<file path="src/rtl/video_out_mux_sync.sv">
// Frame-synchronous N-source video output selector.
// Each source has a programmable alignment delay line.
// A source change waits for the current frame to end, then blanks the output.
// The output resumes on the new source's aligned vsync rise.
// If the target source stays silent, a timeout forces the switch.
module video_out_mux_sync #(
  parameter int unsigned DATA_WIDTH = 8,
  parameter int unsigned NUM_SRC    = 4,
  parameter int unsigned SEL_WIDTH  = 2,
  parameter int unsigned MAX_DLY    = 7,
  parameter int unsigned DLY_WIDTH  = 3,
  parameter int unsigned TO_WIDTH   = 24
) (
  input  logic                           I_CLK,
  input  logic                           I_RSTN,
  input  logic [SEL_WIDTH-1:0]           i_sel,
  input  logic [NUM_SRC*DLY_WIDTH-1:0]   i_src_dly,
  input  logic [TO_WIDTH-1:0]            i_timeout,
  input  logic [NUM_SRC-1:0]             i_vsync,
  input  logic [NUM_SRC-1:0]             i_hsync,
  input  logic [NUM_SRC-1:0]             i_den,
  input  logic [NUM_SRC*DATA_WIDTH-1:0]  i_data,
  output logic                           o_vsync,
  output logic                           o_hsync,
  output logic                           o_den,
  output logic [DATA_WIDTH-1:0]          o_data,
  output logic [SEL_WIDTH-1:0]           o_cur_sel,
  output logic                           o_busy,
  output logic                           o_sel_err,
  output logic                           o_timeout
);

  // Word layout: {vsync, hsync, den, data}
  localparam int unsigned WordW   = DATA_WIDTH + 3;
  localparam int unsigned NumSlot = 2 ** SEL_WIDTH;

  typedef enum logic [1:0] {StActive, StWaitEof, StBlank} state_e;

  // Slots beyond NUM_SRC read as zero, so any select index is safe to use
  logic [WordW-1:0]   aligned [NumSlot];
  logic [NumSlot-1:0] aligned_v;
  logic [NumSlot-1:0] prev_v_q;
  logic [NumSlot-1:0] rise;

  for (genvar k = 0; k < NumSlot; k++) begin : g_src
    if (k < NUM_SRC) begin : g_used
      logic [WordW-1:0]     stage_q [MAX_DLY];
      logic [WordW-1:0]     raw;
      logic [WordW-1:0]     tap;
      logic [DLY_WIDTH-1:0] dly;

      assign dly = i_src_dly[k*DLY_WIDTH +: DLY_WIDTH];
      assign raw = {i_vsync[k], i_hsync[k], i_den[k], i_data[k*DATA_WIDTH +: DATA_WIDTH]};

      // Delay line shifts every cycle regardless of selection
      always_ff @(posedge I_CLK or negedge I_RSTN) begin
        if (!I_RSTN) begin
          for (int unsigned j = 0; j < MAX_DLY; j++) stage_q[j] <= '0;
        end else begin
          stage_q[0] <= raw;
          for (int unsigned j = 1; j < MAX_DLY; j++) stage_q[j] <= stage_q[j-1];
        end
      end

      // Tap select; oversized delays clamp to the last stage
      always_comb begin
        tap = raw;
        for (int unsigned j = 0; j < MAX_DLY; j++) begin
          if ((32'(dly) == j + 1) || ((j == MAX_DLY - 1) && (32'(dly) > MAX_DLY))) begin
            tap = stage_q[j];
          end
        end
      end

      assign aligned[k] = tap;
    end else begin : g_unused
      assign aligned[k] = '0;
    end
  end

  // Gather aligned vsyncs for edge detection
  always_comb begin
    for (int unsigned k = 0; k < NumSlot; k++) aligned_v[k] = aligned[k][WordW-1];
  end

  assign rise = aligned_v & ~prev_v_q;

  state_e                state_q, state_d;
  logic [SEL_WIDTH-1:0]  cur_q, cur_d;
  logic [SEL_WIDTH-1:0]  pend_q, pend_d;
  logic [SEL_WIDTH-1:0]  mux_idx, sel_idx;
  logic [TO_WIDTH-1:0]   cnt_q, cnt_d;
  logic                  sel_err_q, sel_err_d;
  logic                  to_q, to_d;
  logic [WordW-1:0]      out_q, out_d;
  logic                  sel_valid;
  logic                  load_src;
  logic                  use_pend;

  assign sel_valid = (32'(i_sel) < NUM_SRC);

  // Switch sequencing and output-word selection
  always_comb begin
    state_d   = state_q;
    cur_d     = cur_q;
    pend_d    = pend_q;
    cnt_d     = cnt_q;
    sel_err_d = sel_err_q | ~sel_valid;
    to_d      = to_q;
    load_src  = 1'b1;
    use_pend  = 1'b0;
    unique case (state_q)
      StActive: begin
        if (sel_valid && (i_sel != cur_q)) begin
          pend_d  = i_sel;
          state_d = StWaitEof;
        end
      end
      StWaitEof: begin
        // Returning to the current source beats a same-cycle frame edge
        if (i_sel == cur_q) begin
          state_d = StActive;
        end else begin
          if (sel_valid) pend_d = i_sel;
          if (rise[cur_q]) begin
            state_d  = StBlank;
            cnt_d    = '0;
            load_src = 1'b0;
          end
        end
      end
      StBlank: begin
        load_src = 1'b0;
        if (sel_valid) pend_d = i_sel;
        if (rise[pend_q]) begin
          cur_d    = pend_q;
          state_d  = StActive;
          load_src = 1'b1;
          use_pend = 1'b1;
        end else if (i_timeout != '0) begin
          cnt_d = cnt_q + 1'b1;
          if (cnt_d == i_timeout) begin
            cur_d   = pend_q;
            to_d    = 1'b1;
            state_d = StActive;
          end
        end
      end
      default: state_d = StActive;
    endcase

    mux_idx = use_pend ? pend_q : cur_q;
    sel_idx = (32'(mux_idx) < NUM_SRC) ? mux_idx : '0;
    out_d   = load_src ? aligned[sel_idx] : '0;
  end

  // State, select and output registers
  always_ff @(posedge I_CLK or negedge I_RSTN) begin
    if (!I_RSTN) begin
      state_q   <= StActive;
      cur_q     <= '0;
      pend_q    <= '0;
      cnt_q     <= '0;
      sel_err_q <= 1'b0;
      to_q      <= 1'b0;
      out_q     <= '0;
      prev_v_q  <= '0;
    end else begin
      state_q   <= state_d;
      cur_q     <= cur_d;
      pend_q    <= pend_d;
      cnt_q     <= cnt_d;
      sel_err_q <= sel_err_d;
      to_q      <= to_d;
      out_q     <= out_d;
      prev_v_q  <= aligned_v;
    end
  end

  assign {o_vsync, o_hsync, o_den, o_data} = out_q;
  assign o_cur_sel = cur_q;
  assign o_busy    = (state_q != StActive);
  assign o_sel_err = sel_err_q;
  assign o_timeout = to_q;

endmodule

</file>
<file path="config.mk">
export PLATFORM = sky130hd
export DESIGN_NAME = video_out_mux_sync
export DESIGN_NICKNAME = d
export VERILOG_FILES = /design/src/rtl/video_out_mux_sync.sv
export SDC_FILE = /design/constraint.sdc
export NUM_CORES = 1
export LEC_CHECK = 0
export CORE_ASPECT_RATIO = 1.75
export CORE_MARGIN = 3
export CORE_UTILIZATION = 50
export CTS_BUF_LIST = sky130_fd_sc_hd__clkbuf_4
export DETAILED_ROUTE_END_ITERATION = 6
export PLACE_DENSITY = 0.69
export REMOVE_ABC_BUFFERS = 1
export SYNTH_ARGS = -nofsm -noshare
export SYNTH_HDL_FRONTEND = slang
export SYNTH_SLANG_ARGS = --single-unit
export TNS_END_PERCENT = 50
</file>
<file path="constraint.sdc">
create_clock -name I_CLK -period 7.65 [get_ports I_CLK]
set_input_delay 1.53 -clock I_CLK [delete_from_list [all_inputs] [get_ports I_CLK]]
set_output_delay 1.53 -clock I_CLK [all_outputs]
set_load 0.01 [all_outputs]
</file>
==> metrics.cfg <==
[yosys]
synth_xor_area_frac = 0.0211
synth_fa_ha_area_frac = 0.00345
yosys_most_used_dff = dfrtp_1
async_flop_share = 1.00
synth-compound-area-share = 0.139
post_synth_num_cell_types = 75
synth_area_um2 = 14500
synth_top_family_by_area = compound AO/OA/AOI/OAI gates
ys_ff_latch = 354
synth_area_per_cell_um2 = 12.7
yosys_warnings = 0
synth-edff-count = 0
synth-simple-area-share = 0.0974
synth-seq-area-share = 0.610
synth.area.mux_share = 0.100
netlist_instances = 1141

[finish]
nNetsFinal = 1351
register_area_um2 = 8860
multi_input_area_um2 = 5270
final_area_um2 = 16800
layout_common_cells = dfrtp_1, clkbuf_4, clkdlybuf4s50_1
area_growth_syn_to_layout_pct = 16.1
drive_above_1_share = 0.169
final_common_cell = dfrtp_1
fill_cells = 2321

[placed_design]
place_area_um2 = 15800
place_ws_ns = 1.77
dp_hpwl_mm = 22.6
place_congestion = 0.828
port_buffers = 98

[global_routing]
grt_pass1_vias = 10430
grt.total_usage = 0.227
antenna_found_initial = 1
grt_max_degree = 178
grt_pass1_wl_mm = 55.7
grt-ovfl-total = 0

[route]
wl_mm = 34.4
num_vias = 9880
drc_errors = 0
firstDrtPassIters = 4
viasPerCell = 5.81
ant_nets = 0
wire_per_inst_um = 20.2
drt_iter0_drc = 719

[pwr]
p_per_area_nw_per_um2 = 262
p_total_mw = 4.41
vdd_ir_drop_max_mv = 0.128
p_leak_nw = 7.02

[setup_path]
end_kind = flop
critPathLaunchType = input pin
worst_ep_arrival_time_ns = 5.82
required_ns = 8.27
critPathMaxFanout = 39
worstSetupPathType = in2reg

[floorplan]
num_rows = 81
io_pins = 100
die_w_um = 135
coreArea_um2 = 28300
die_area_um2 = 31200
initial_core_util = 0.513
die_h_um = 231

[cts]
clk_latency_ns = 0.77
cts_resized = 0
htreeDepth = 3
numClockSinks = 354
cts_hold_buf = 0
cts.clk_slew.worst_paths_ns = 0.07
cts_buffers = 82
cts_max_path_buffers = 3
root_buffer = clkbuf_4
cts_tree = done
post-cts-setup-buffers = 0

[run]
drv_cap = 0

[timing]
timing.final.hold_violations = 0
fin_ws_ns = 2.45
skew_ns = 0.0545
fin_tns_setup_ns = 0
drv_slew = 0
finalCritPeriodShare = 0.680
fmax_mhz = 192
setup_violations = 0
fin_crit_ns = 5.20
tightest_slew_ns = 1.13
max_slew_margin = 0.243
holdWs_ns = 0.351
grt_setup_unrepaired = no

[run_status]
status = finished clean

[hold_path]
min_path_type = reg2reg

per-stage QoR:
stage,utilization,instances
after floorplan,-,1064
after global placement,0.558,1552
after detailed placement,0.558,1552
after CTS,0.596,1699
after global routing,0.596,1700
final,0.596,1700
metal layers:
metal  track usage  routed length, µm  up-vias
met5             0                  0        -
met4         0.105               1110        0
met2         0.380              17800      266
met1         0.287              14100     4985
li1              -                  -     4558
met3        0.0402               1440       71
cell families (layout without fill, tap and decap cells):
family,after synthesis,count (layout)
DFF,354,354
AOI/OAI and AO/OA,282,282
adders and majority gates,4,4
other,1,2
muxes,110,110
buffers and inverters,96,281
xor gates and xnor gates,35,35
and+or+nand+nor,259,259
final timing paths:
check | startpoint | end | slack, ns | cells past startpoint
max | i_src_dly[3] | cnt_q[0]$_DFFE_PN0P_ | 2.45 | 11
min | g_src[0].g_used.stage_q[25]$_DFF_PN0_ | g_src[0].g_used.stage_q[14]$_DFF_PN0_ | 0.35 | 0
max reg2reg | g_src[1].g_used.stage_q[43]$_DFF_PN0_ | cnt_q[0]$_DFFE_PN0P_ | 3.76 | 9
min reg2reg | g_src[0].g_used.stage_q[25]$_DFF_PN0_ | g_src[0].g_used.stage_q[14]$_DFF_PN0_ | 0.35 | 0
max in group asynchronous | I_RSTN | g_src[2].g_used.stage_q[9]$_DFF_PN0_ | 5.33 | 2
min in group asynchronous | I_RSTN | g_src[1].g_used.stage_q[44]$_DFF_PN0_ | 0.76 | 1
sequential cells by signal, summed over array words and instances (netlist names):
signal                flops
g_src.g_used.stage_q    308
cnt_q                    24
out_q                    11
prev_v_q                  4
o_cur_sel                 2
pend_q                    2
state_q                   2
o_timeout                 1
worst max-delay path, stage by stage:
cell and delay (ns):
clkdlybuf4s50_1 0.46, buf_4 0.38, mux4_2 0.56, nand2b_1 0.17, o21ai_1 0.29, o31ai_1 0.11
o2bb2ai_1 0.33, o21a_1 0.73, or2_0 0.81, buf_4 0.31, o21ai_0 0.10
area by class of cell:
type	count	share of cell area
multi-input cells	691	0.313
clock inverters	25	0.00802
well taps	373	0.0277
flip-flops and latches	354	0.526
diodes	1	0.000149
clock buffers	122	0.0544
repair buffers	115	0.0666
inverters	19	0.00423
power by group:
part           internal, mW  leakage (nW)  switching (mW)
registers              2.00          4.18          0.0980
clock network         0.768         0.625           0.759
logic                 0.321          2.21           0.462
synth_stat cells (11+ instances only):
cell type	n	area, µm²
dfrtp_1	354	8860
o21ai_0	66	330
nand2_1	61	229
mux2i_1	51	510
clkbuf_1	49	184
mux2_2	34	383
nor2_1	32	120
a21oi_1	31	155
nand3_1	28	140
a221oi_1	27	236
xnor2_1	26	228
mux4_2	25	563
nand2b_1	24	150
a221o_1	23	230
o211ai_1	21	158
inv_1	18	67.6
nor3_1	16	80.1
a211o_1	13	114
nor4_1	13	81.3
o22ai_1	13	81.3
buf_2	12	60.1
or2_2	12	75.1
a22o_1	11	96.3
o31ai_1	11	82.6
or3_1	11	68.8
Power figures use the tool's default switching activity.
==> edit 1 (same flow settings) <==
Reset style: synchronous (`I_RSTN`), changed in 2 clocked blocks.
--- a/src/rtl/video_out_mux_sync.sv
+++ b/src/rtl/video_out_mux_sync.sv
@@ -53,7 +53,7 @@
       assign raw = {i_vsync[k], i_hsync[k], i_den[k], i_data[k*DATA_WIDTH +: DATA_WIDTH]};
 
       // Delay line shifts every cycle regardless of selection
-      always_ff @(posedge I_CLK or negedge I_RSTN) begin
+      always_ff @(posedge I_CLK) begin
         if (!I_RSTN) begin
           for (int unsigned j = 0; j < MAX_DLY; j++) stage_q[j] <= '0;
         end else begin
@@ -155,7 +155,7 @@
   end
 
   // State, select and output registers
-  always_ff @(posedge I_CLK or negedge I_RSTN) begin
+  always_ff @(posedge I_CLK) begin
     if (!I_RSTN) begin
       state_q   <= StActive;
       cur_q     <= '0;
Check against the original RTL: differs if I_RSTN is asserted again (counterexample within 4 cycles, from zero or initial values and one cycle with I_RSTN low); with I_RSTN held inactive, the same outputs for 4 cycles.
==> edit 1 against the original RTL <==
Sequential cell count is the same; register-to-register slack better by 660 ps; worst hold slack improved by 75 ps; critical path depth shrank 1; worst setup slack better by 380 ps; synthesized area increased by 2.7%; cell area grew 1.2%; die area grew 2.6%; clock skew decreased by 9.2 ps; wire length rose by 2.3%; synthesized cell count rose by 35%; critical path type unchanged; critical endpoint is now cnt_q[19].
Power is not compared: it rests on default switching activity, and its combinational part moved more than twofold at a synthesized area within 25%.
==> edit 1: results (changes against the original RTL) <==
- CTS buffer count: 82 (unchanged)
- Nets: 1708 (was 1351)
- Largest registers: g_src.g_used.stage_q x308, cnt_q x24, out_q x11 (unchanged)
- Vias/cell: 5.50 (was 5.81)
- Hpwl dp: 23500 um (was 22600 um)
- Slowest CP cell: o31ai_4 (was or2_0)
- WP data arrival: 5380 ps (was 5820 ps)
- GRT Util Overall: 22.2% (was 22.7%)
- Worst Path Max Fanout: 23 (was 39)
- Cell variety after synth: 75 (unchanged)
- Worst min path class: reg -> reg (unchanged)
- Clk_skew: 45.3 ps (was 54.5 ps)
- Cell count after synthesis: 1536 (was 1141)
- Worst-Margin Slew: 1070 ps (was 1130 ps)
- # resized after CTS: 0 (unchanged)
- Clk Latency, worst-skew pair: 760 ps
- Routed vias: 11400 (was 9880)
- Yosys warns: 0 (unchanged)
- Clock-pin slew on the worst setup and hold paths: 70 ps (about the same)
- Drt pass-1 iters: 5 (was 4)
- Initial drt markers: 507 (was 719)
- Initial antenna violation count: 1 (unchanged)
- First-pass GRT wire length: 57000 um (was 55700 um)
- GPL Wtd Cong: 0.919 (was 0.828)
- Fraction of registers with async set/reset: 0% (was 100%)
- CTS HTree Levels: 3 (unchanged)
- Register area share after synthesis: 47.6% (was 61.0%)
- Status: finished clean (unchanged)
- Post-CTS Repair Setup Buffers: 0 (unchanged)
- Ranking of synthesized cells by area: dfxtp_1, and2_1, mux2i_1, mux4_2, a21oi_1 (was dfrtp_1, mux4_2, mux2i_1, mux2_2, o21ai_0)
- Number of port buffers: 98 (unchanged)
- WL per Instance: 17.0 um (was 20.2 um)
- Max IR drop VDD: 0.137 mV
- Fillers: 2586 (was 2321)
- CP peak stage delay: 940 ps (was 810 ps)
- Fraction of layout cells with a size suffix above 1: 12.9% (was 16.9%)
- Placed Instances: 1918 (was 1552)
- CP delay by family, top: compound AO/OA/AOI/OAI gates (unchanged)
- Root buf cell: clkbuf_4 (unchanged)
- P_leak: 6.66 nW
- Top cells by count, synth: dfxtp_1, and2_1, clkbuf_1 (was dfrtp_1, o21ai_0, nand2_1)
- Largest net degree at the start of global routing: 121 (was 178)
- Max Root-Sink Buffers: 3 (unchanged)
## edit 1: cell types whose count changed in the layout (fill, tap and decap cells not counted), sizes merged, moves of 26 or more
| cell | delta |
|---|---|
| a21oi | +40 |
| and2 | +293 |
| dfrtp | -354 |
| dfxtp | +354 |
| nor2 | +37 |
| o22ai | +26 |
## edit 1: layer usage
metal,share of wire (%),GRT usage (%),up-vias
li1,-,-,5604
met1,42,25.9,5378
met2,51,38.8,302
met3,4.9,5.02,76
met4,2.7,9.39,0
met5,0,0,-
## edit 1: worst paths after layout
kind / startpoint / endpoint / slack [ps] / depth (start not counted)
hold / removal: g_src[3].g_used.stage_q[0][35] / g_src[3].g_used.stage_q[0][46] / 430 / 1
hold reg to reg: g_src[3].g_used.stage_q[0][35] / g_src[3].g_used.stage_q[0][46] / 430 / 1
setup reg to reg: cnt_q[0] / o_cur_sel[0] / 4420 / 9
setup / recovery: i_src_dly[6] / cnt_q[19] / 2830 / 10
## edit 1: where the power goes
part / switching (W) / internal (W)
Clock: 0.000730 / 0.000779
Sequential: 0.0000210 / 0.00188
Combinational: 0.000188 / 0.000154
## edit 1: area by class of cell
cell class | count | area (um2) | area share (%)
multi-input cells | 1028 | 7190 | 42.1
flip-flops and latches | 354 | 7090 | 41.6
repair buffers | 113 | 1090 | 6.39
clock buffers | 125 | 938 | 5.50
well taps | 382 | 478 | 2.80
inverters | 41 | 154 | 0.902
clock inverters | 21 | 115 | 0.675
diodes | 2 | 5.00 | 0.0293
## edit 1: logic make-up after synthesis
family,share of synthesized area (%)
other,0.0252
adders and majority gates,0.336
AOI/OAI and AO/OA,15.0
and+or+nand+nor,20.7
xor gates and xnor gates,1.94
buffers and inverters,4.22
DFF,47.6
muxes,10.2
## edit 1: metrics by stage
| stage | total power [W] | setup slack (ps) | instance area, um2 |
|---|---|---|---|
| 5_1_grt | 0.00393 | 2610 | 17100 |
| 3_5_place_dp | 0.00229 | 2150 | 16000 |
| 3_3_place_gp | 0.00228 | 2230 | 16000 |
| 2_1_floorplan | 0.00212 | 3580 | 14400 |
| 6_report | 0.00376 | 2830 | 17100 |
| 4_1_cts | 0.00381 | 2970 | 17000 |
==> edit 2 (same settings) <==
Without the edit above. Set the parameter `MAX_DLY` to 9 (it was 7).
--- a/src/rtl/video_out_mux_sync.sv
+++ b/src/rtl/video_out_mux_sync.sv
@@ -7,7 +7,7 @@
   parameter int unsigned DATA_WIDTH = 8,
   parameter int unsigned NUM_SRC    = 4,
   parameter int unsigned SEL_WIDTH  = 2,
-  parameter int unsigned MAX_DLY    = 7,
+  parameter int unsigned MAX_DLY    = 9,
   parameter int unsigned DLY_WIDTH  = 3,
   parameter int unsigned TO_WIDTH   = 24
 ) (
Formal check against the unedited RTL: same outputs for any inputs over 4 cycles, from zero or initial values and one cycle with I_RSTN low; that may be too few to reach the edited logic, so the function may still have changed.
==> edit 2 against the original RTL <==
Wire length down 4.8%; fmax is 5.4% higher; clock skew down 24 ps; die area is 0.47% higher; sequential cell count unchanged; worst setup slack improved by 270 ps; synthesized area increased by 0.48%; sequential share of layout area is 0.12 points higher; core utilization is 1.1 points lower; cell area decreased by 0.22%; synthesized cell count grew 3.9%; final cell count increased by 2.4%; total power fell by 0.23%; largest power group unchanged.
==> edit 2: results (changes against the original RTL) <==
- Status: finished clean (unchanged)
- Placed Instances: 1599 (was 1552)
- WL per Instance: 18.8 um (was 20.2 um)
- Register area share after synthesis: 60.7% (was 61.0%)
- CTS buffer count: 81 (was 82)
- Fraction of layout cells with a size suffix above 1: 16.5% (was 16.9%)
- Worst Path Max Fanout: 25 (was 39)
- Drt pass-1 iters: 4 (unchanged)
- Cell variety after synth: 84 (was 75)
- Clock-pin slew on the worst setup and hold paths: 70 ps (about the same)
- GRT Util Overall: 21.4% (was 22.7%)
- Synth Area in XOR/XNOR: 2.28% (was 2.11%)
- Initial antenna violation count: 1 (unchanged)
- Most common flop cell mapped by yosys: dfrtp_1 (unchanged)
- GPL Wtd Cong: 0.843 (was 0.828)
- Area post-placement: 15800 um2 (about the same)
- CP endpoint kind: flip-flop (unchanged)
- Avg Inst Size Synth: 12.3 um2 (was 12.7 um2)
- Max Root-Sink Buffers: 3 (unchanged)
- Reg-to-Reg End: cnt_q[20] (was cnt_q[0])
- CTS HTree Levels: 3 (unchanged)
- Fraction of registers with async set/reset: 100% (unchanged)
- Clk_skew: 30.8 ps (was 54.5 ps)
- Reg2Reg Setup Slack: 4060 ps (was 3760 ps)
- Fillers: 2365 (was 2321)
- First-pass GRT wire length: 53300 um (was 55700 um)
- Main combinational cell family by area after synthesis: compound AO/OA/AOI/OAI gates (unchanged)
- Max_slew headroom: 30.8% (was 24.3%)
- R2R Path Start: o_cur_sel[1] (was g_src[1].g_used.stage_q[43])
- P_leak: 7.02 nW (about the same)
- Post-CTS Repair Setup Buffers: 0 (unchanged)
- Worst min path class: reg -> reg (unchanged)
- Yosys warns: 0 (unchanged)
- Nets: 1392 (was 1351)
- Via count of the first global-routing pass: 10200 (was 10400)
- # resized after CTS: 0 (unchanged)
- Switching power: 0.00130 W (was 0.00132 W)
- Worst-case reg-to-reg path depth: 7 (was 9)
- Hpwl dp: 21800 um (was 22600 um)
- Fraction of the mapped netlist area in adder cells: 0.343% (was 0.345%)
- Number of port buffers: 98 (unchanged)
- Initial drt markers: 588 (was 719)
- WP data arrival: 5530 ps (was 5820 ps)
- Largest net degree at the start of global routing: 157 (was 178)
- Non-Filler Instances: 1741 (was 1700)
- Largest registers: g_src.g_used.stage_q x308, cnt_q x24, out_q x11 (unchanged)
- Vias/cell: 5.68 (was 5.81)
- Root buf cell: clkbuf_4 (unchanged)
- Synth Area in Compound Gates: 15.2% (was 13.9%)
- CP startpoint: i_src_dly[6] (was i_src_dly[3])
- Max IR drop VDD: 0.162 mV (was 0.128 mV)
- Ranking of synthesized cells by area: dfrtp_1, mux2_2, a211oi_1, mux4_2, o21ai_0 (was dfrtp_1, mux4_2, mux2i_1, mux2_2, o21ai_0)
- Clk Latency, worst-skew pair: 740 ps (was 770 ps)
- Top cells by count, synth: dfrtp_1, nand2_1, o21ai_0 (was dfrtp_1, o21ai_0, nand2_1)
- Multiplexer area fraction after synthesis: 8.08% (was 10.0%)
==> edit 2: cell types whose count changed in the layout (fill, tap and decap cells not counted), sizes merged, moves of 21 or more <==
cell,delta
a211oi,+47
mux2i,-27
a21oi,+22
nor2,+21
==> edit 2: logic make-up after synthesis <==
kind of cell               count (synthesis)
AOI/OAI and AO/OA                        322
adders and majority gates                  4
DFF                                      354
other                                      1
and+or+nand+nor                          269
buffers and inverters                    106
xor gates and xnor gates                  38
muxes                                     91
==> edit 2: final cells by class <==
| class | instances | area [um2] | share of cell area [%] |
|---|---|---|---|
| clock inverter | 19 | 97.6 | 0.581 |
| clock buffer | 121 | 908 | 5.41 |
| sequential | 354 | 8860 | 52.7 |
| inverter | 28 | 105 | 0.625 |
| timing repair buffer | 114 | 1120 | 6.66 |
| antenna | 2 | 5.00 | 0.0298 |
| tap | 378 | 473 | 2.81 |
| multi-input combinational | 725 | 5240 | 31.2 |
==> edit 2: worst max-delay path, cell delays in order <==
cell and delay, ps:
clkdlybuf4s50_1 930, and4bb_1 300, a2111oi_2 70, a2111oi_0 550, a41oi_1 140, o311a_1 410, nor4b_4 650, nand2_2 530
a211o_1 410
==> edit 2: stage by stage <==
| stage | setup slack, ps | hold slack [ps] |
|---|---|---|
| global placement | 2080 | 351 |
| detailed placement | 2000 | 353 |
| floorplan | 3590 | 346 |
| CTS | 2810 | 354 |
| global route | 2470 | 344 |
| finish | 2720 | 357 |
==> edit 2: worst min-delay path by stage <==
stage,from,to,cells past startpoint
global route,g_src[2].g_used.stage_q[59],g_src[2].g_used.stage_q[48],0
floorplan,g_src[1].g_used.stage_q[87],g_src[1].g_used.stage_q[76],0
detailed placement,g_src[0].g_used.stage_q[89],g_src[0].g_used.stage_q[78],0
finish,g_src[0].g_used.stage_q[98],g_src[0].g_used.stage_q[87],0
CTS,g_src[2].g_used.stage_q[59],g_src[2].g_used.stage_q[48],0
global placement,g_src[0].g_used.stage_q[74],g_src[0].g_used.stage_q[63],0
==> edit 2: power by group through the flow <==
| stage | registers, W | clock network (W) | logic, W |
|---|---|---|---|
| floorplan | 0.00211 | 0 | 0.000443 |
| global placement | 0.00213 | 0 | 0.000834 |
| detailed placement | 0.00213 | 0 | 0.000839 |
| CTS | 0.00210 | 0.00152 | 0.000844 |
| global route | 0.00211 | 0.00162 | 0.000908 |
| finish | 0.00210 | 0.00146 | 0.000837 |
==> edit 2: metal layers <==
layer  track usage (%)  wire length [um]  up-vias
li1                  -                 -     4649
met3              5.05              1520       50
met4              7.69               749        0
met2              35.4             16600      250
met1              27.7             13900     4938
met5                 0                 0        -
